[src/rtl/change_dispenser.sv]
// change_dispenser: greedy 20/10/5 coin payout engine with per-denomination
// stock counters and a valid/ready handshake toward the coin hopper.
//
//   state | meaning
//   IDLE  | waiting for a change request; refills applied here only
//   SEL   | pick largest coin that fits remaining and is in stock
//   PAY   | offer selected coin to hopper until it is taken
//   FIN   | one-cycle done pulse, short flag valid
module change_dispenser #(
  parameter int AMT_W  = 8,
  parameter int CNT_W  = 4,
  parameter int INIT20 = 4,
  parameter int INIT10 = 4,
  parameter int INIT5  = 4
) (
  input  logic             clk,
  input  logic             reset,
  input  logic             req_valid,
  input  logic [AMT_W-1:0] req_amount,
  output logic             req_ready,
  output logic             req_err,
  output logic             coin_valid,
  output logic [4:0]       coin_value,
  input  logic             coin_ready,
  output logic             done,
  output logic             short,
  output logic [AMT_W-1:0] remaining,
  input  logic             refill_valid,
  input  logic [1:0]       refill_sel,
  input  logic [CNT_W-1:0] refill_cnt,
  output logic [CNT_W-1:0] stock20,
  output logic [CNT_W-1:0] stock10,
  output logic [CNT_W-1:0] stock5
);

  typedef enum logic [1:0] {IDLE, SEL, PAY, FIN} state_t;

  state_t           state, state_nxt;
  logic [4:0]       coin_sel;
  logic [4:0]       pick;
  logic             short_q;
  logic             req_err_q;
  logic [AMT_W-1:0] rem_q;
  logic [CNT_W-1:0] s20, s10, s5;
  logic             amt_ok;
  logic             accept;
  logic             fit20, fit10, fit5;

  function automatic logic [CNT_W-1:0] sat_add(input logic [CNT_W-1:0] a,
                                               input logic [CNT_W-1:0] b);
    logic [CNT_W:0] s;
    s = {1'b0, a} + {1'b0, b};
    return s[CNT_W] ? '1 : s[CNT_W-1:0];
  endfunction

  assign amt_ok = (req_amount % AMT_W'(5)) == '0;
  assign accept = req_valid && (state == IDLE);
  assign fit20  = (rem_q >= AMT_W'(20)) && (s20 != '0);
  assign fit10  = (rem_q >= AMT_W'(10)) && (s10 != '0);
  assign fit5   = (rem_q >= AMT_W'(5))  && (s5  != '0);

  assign req_err   = req_err_q;
  assign short     = short_q;
  assign remaining = rem_q;
  assign stock20   = s20;
  assign stock10   = s10;
  assign stock5    = s5;

  // State register
  always_ff @(posedge clk) begin
    if (reset) state <= IDLE;
    else       state <= state_nxt;
  end

  // Next-state logic, handshake outputs and greedy coin pick
  always_comb begin
    state_nxt  = state;
    req_ready  = 1'b0;
    coin_valid = 1'b0;
    coin_value = 5'd0;
    done       = 1'b0;
    pick       = 5'd0;
    case (state)
      IDLE: begin
        req_ready = 1'b1;
        if (req_valid && amt_ok) state_nxt = SEL;
      end
      SEL: begin
        if (fit20)      pick = 5'd20;
        else if (fit10) pick = 5'd10;
        else if (fit5)  pick = 5'd5;
        state_nxt = (pick != 5'd0) ? PAY : FIN;
      end
      PAY: begin
        coin_valid = 1'b1;
        coin_value = coin_sel;
        if (coin_ready) state_nxt = SEL;
      end
      FIN: begin
        done      = 1'b1;
        state_nxt = IDLE;
      end
      default: state_nxt = IDLE;
    endcase
  end

  // Datapath: amount owed, selected coin, flags and stock counters
  always_ff @(posedge clk) begin
    if (reset) begin
      rem_q     <= '0;
      coin_sel  <= 5'd0;
      short_q   <= 1'b0;
      req_err_q <= 1'b0;
      s20       <= CNT_W'(INIT20);
      s10       <= CNT_W'(INIT10);
      s5        <= CNT_W'(INIT5);
    end else begin
      req_err_q <= accept && !amt_ok;
      case (state)
        IDLE: begin
          if (refill_valid) begin
            case (refill_sel)
              2'd0:    s5  <= sat_add(s5,  refill_cnt);
              2'd1:    s10 <= sat_add(s10, refill_cnt);
              2'd2:    s20 <= sat_add(s20, refill_cnt);
              default: ;
            endcase
          end
          if (accept && amt_ok) begin
            rem_q   <= req_amount;
            short_q <= 1'b0;
          end
        end
        SEL: begin
          if (pick != 5'd0) coin_sel <= pick;
          else              short_q  <= (rem_q != '0);
        end
        PAY: begin
          if (coin_ready) begin
            rem_q <= rem_q - AMT_W'(coin_sel);
            case (coin_sel)
              5'd20:   s20 <= s20 - CNT_W'(1);
              5'd10:   s10 <= s10 - CNT_W'(1);
              5'd5:    s5  <= s5  - CNT_W'(1);
              default: ;
            endcase
          end
        end
        default: ;
      endcase
    end
  end

endmodule
[config.mk]
export PLATFORM = sky130hd
export DESIGN_NAME = change_dispenser
export DESIGN_NICKNAME = d
export VERILOG_FILES = /design/src/rtl/change_dispenser.sv
export SDC_FILE = /design/constraint.sdc
export NUM_CORES = 1
export LEC_CHECK = 0
export CAP_MARGIN = 25
export CORE_ASPECT_RATIO = 0.9
export CORE_MARGIN = 5
export CORE_UTILIZATION = 30
export DETAILED_ROUTE_END_ITERATION = 10
export PLACE_DENSITY_LB_ADDON = 0.15
export SLEW_MARGIN = 20
export SYNTH_ARGS = -nofsm -noshare
export SYNTH_HDL_FRONTEND = slang
export SYNTH_SLANG_ARGS = --single-unit
[constraint.sdc]
create_clock -name clk -period 3.5 [get_ports clk]
set_clock_uncertainty 0.2 [all_clocks]
set_input_delay 0.7 -clock clk [delete_from_list [all_inputs] [get_ports clk]]
set_output_delay 0.7 -clock clk [all_outputs]
set_load 0.02 [all_outputs]
==> summary.md <==
| Metric | Value |
|---|---|
| Status | `finished clean` |
| Clock transition at path regs | `~100 ps` |
| Final period util | `95.8%` |
| Leakage | `1.47 nW` |
| GRT Total Usage | `14.1%` |
| Port-buffer cells | `48` |
| Post-DR vias/cell | `roughly 5` |
| Crit Path Class | `primary input to flip-flop` |
| Routed WL | `around 8000 um` |
| CP startpoint kind | `primary input` |
| CP startpoint | `req_amount[7]` |
| Drt wl/cell | `about 15 um` |
| CTS Root Buffer Type | `clkbuf_8` |
| XOR/XNOR Fraction of Synth Area | `just over 4%` |
| Top post-synthesis cells by area | `dfxtp_1, ha_1, nor2_1` |
| Post-synth EDFFs | `0` |
| Synth Warn # | `0` |
| Crit. End Element | `flip-flop` |
| Worst hold-check path type | `flip-flop to flip-flop` |
| Clock sink total | `28` |
| Largest net degree at the start of global routing | `22` |
| Via count | `roughly 2800` |
| Hold Fails Final Rpt | `0` |
| Synth async-reset ratio | `0%` |
| Gr ovfl total | `0` |
| Total chip power | `1.29 mW` |
| Prevailing post-synth register cell | `dfxtp_1` |
| Post-synthesis net count | `409` |
| Slew @ Worst Pin | `738 ps` |
| First-pass GRT wire length | `13300 um` |
| Area leader, netlist | `dfxtp_1` |
| H-tree depth | `1` |
| Post-synthesis adder-cell area fraction | `12.7%` |
| Total die area | `0.0114 sq mm` |
| Final cell count without fillers | `552` |
| Row Count | `33` |
| Post-synthesis simple-gate area fraction | `26.8%` |
| Seq cells post-synth | `28` |
| Compound-Gate Fraction of Synth Area | `24.5%` |
| Most frequent cells after synthesis | `nor2_1, dfxtp_1, nand2_1` |
| Clk_lat worst skew | `280 ps` |
| Clock Path Buffers | `2` |
| CTS tree | `yes` |
| CTS buffer count | `3` |
| Largest family of logic cells by synthesized area | `simple AND/OR/NAND/NOR gates` |
| Diode count | `0` |
| Crit Path Max Fanout | `11` |
| Worst R2R Setup Slack | `1050 ps` |
| Reg-to-reg startpoint | `coin_sel[3]` |
| Max Clock Freq | `between 200 and 300 MHz` |
| Fin Hold WS | `281 ps` |
| Vias in the first global route | `2672` |
| TNS Setup | `0 ps` |
| Post-Syn Instances | `364` |
| Hold wc startpoint | `coin_sel[2]` |
| Routed Antenna Nets | `0` |
| GPL Wtd Cong | `0.831` |
| Mux cell area share after synthesis | `3.94%` |
| Critical path required time | `3450 ps` |
| P&R area growth vs syn | `30.5%` |
| Min cycle time layout | `3350 ps` |
| Share of cells above drive strength 1 | `13.5%` |
| PwrDens | `354 mW/mm^2` |
| WP data arrival | `3300 ps` |
| Synth unique cells | `64` |
| Hold Buf Count CTS | `0` |
| Seq/Total Area, Yosys | `20.0%` |
| DR DRC count | `0` |
| Final Max Tran Viols | `0` |
| Core ar. | `approximately 0.0091 sq mm` |
| Nets | `476` |
| Initial antenna violation count | `0` |
| Setup violators final | `0` |
| Final Util | `between 40% and 50%` |
| DRT Pass-1 Iters | `4` |
| DR iter-0 viols | `127` |
| Post-DP HPWL | `6460 um` |
| Placed Cells incl. Taps | `547` |
| Die Y-Extent | `a little over 100 um` |
| Max-Cap Viols | `0` |
| Worst vdd ir | `0.219 mV` |
| Number of top-level pins | `49` |
| Die width | `112 um` |
| Synth Cell Area | `0.00280 sq mm` |
| Rel. slew slack | `roughly 50%` |
| Synth top area share | `20.0%` |
| Initial Utilization | `30.7%` |
| Avg Cell Area, Syn | `7.69 sq um` |
| Most common cell in the netlist | `nor2_1` |
worst paths after layout:
check	endpoint	depth (start not counted)
hold / removal	coin_sel[2]	2
setup reg to reg	remaining[7]	11
hold reg to reg	coin_sel[2]	2
setup / recovery	remaining[6]	15
stage by stage:
| step | cell area, sq um | setup slack (ps) |
|---|---|---|
| after floorplan | 2800 | 195 |
| after global placement | 3560 | -392 |
| after detailed placement | 3560 | -497 |
| after CTS | 3640 | 30.9 |
| after global routing | 3650 | -33.5 |
| final | 3650 | 148 |
sequential cells by signal, summed over array words and instances (netlist names):
name	cells
stock5	4
short	1
stock20	4
coin_sel	4
stock10	4
req_err	1
remaining	8
state	2
critical path, stage by stage:
cell	delay, ps
dlygate4sd2_1	290
buf_4	190
nand4b_1	140
a21boi_2	170
a211oi_2	60
o211a_1	280
ha_1	300
and3_1	150
o22a_2	240
xor2_2	200
a22oi_4	80
buf_12	150
buf_4	130
a21oi_1	120
o32ai_1	100
per-layer routing:
layer	vias to the layer above	global-route usage [%]	routed length [um]
met5	-	0	0
met4	0	2.81	92
met3	7	2.27	240
met2	46	22.9	3560
met1	1275	19.7	4110
li1	1429	-	-
logic make-up after synthesis:
logic type,after synthesis
compound gates,100
xor+xnor,12
fa+ha+maj,26
buf+inv,43
flops,28
mux,11
simple gates,144
layout make-up:
class / instances / area, sq um
multi-input combinational: 293 / 2040
tap: 122 / 153
clock buffer: 3 / 41.3
fill: 945 / 5470
clock inverter: 1 / 30.0
timing repair buffer: 84 / 744
inverter: 21 / 78.8
sequential: 28 / 561
power by group:
part	switching [mW]	internal, mW
Clock	0.111	0.153
Sequential	0.0456	0.350
Combinational	0.338	0.296
Total	0.494	0.799
what timing repair did:
item,in CTS,in global routing
setup endpoints to repair,9,8
resized for setup,7,13
setup buffers,0,1
pin swaps,2,4
layout by cell type (no fill, tap or decap), types with 3 or more instances in the layout:
master / netlist / layout
nor2_1: 49 / 49
clkdlybuf4s50_1: 0 / 42
buf_4: 3 / 35
dfxtp_1: 28 / 28
nand2_1: 26 / 26
a21oi_1: 24 / 24
o21ai_0: 23 / 23
ha_1: 22 / 22
inv_1: 21 / 21
nand2b_1: 12 / 12
nor3_1: 12 / 12
mux2i_1: 11 / 11
nor2b_1: 11 / 11
xnor2_1: 6 / 6
xor2_1: 5 / 5
and3_1: 5 / 5
and2_1: 4 / 4
nand3_1: 4 / 4
o211ai_1: 4 / 4
a211o_1: 4 / 4
a211oi_1: 5 / 4
a21o_1: 4 / 4
fa_1: 4 / 4
clkbuf_2: 0 / 4
nand4b_1: 3 / 3
or3_1: 3 / 3
a31oi_1: 3 / 3
a32oi_1: 3 / 3
a22oi_1: 3 / 3
clkbuf_8: 0 / 3
No activity file was read; power rests on OpenSTA's default activity.
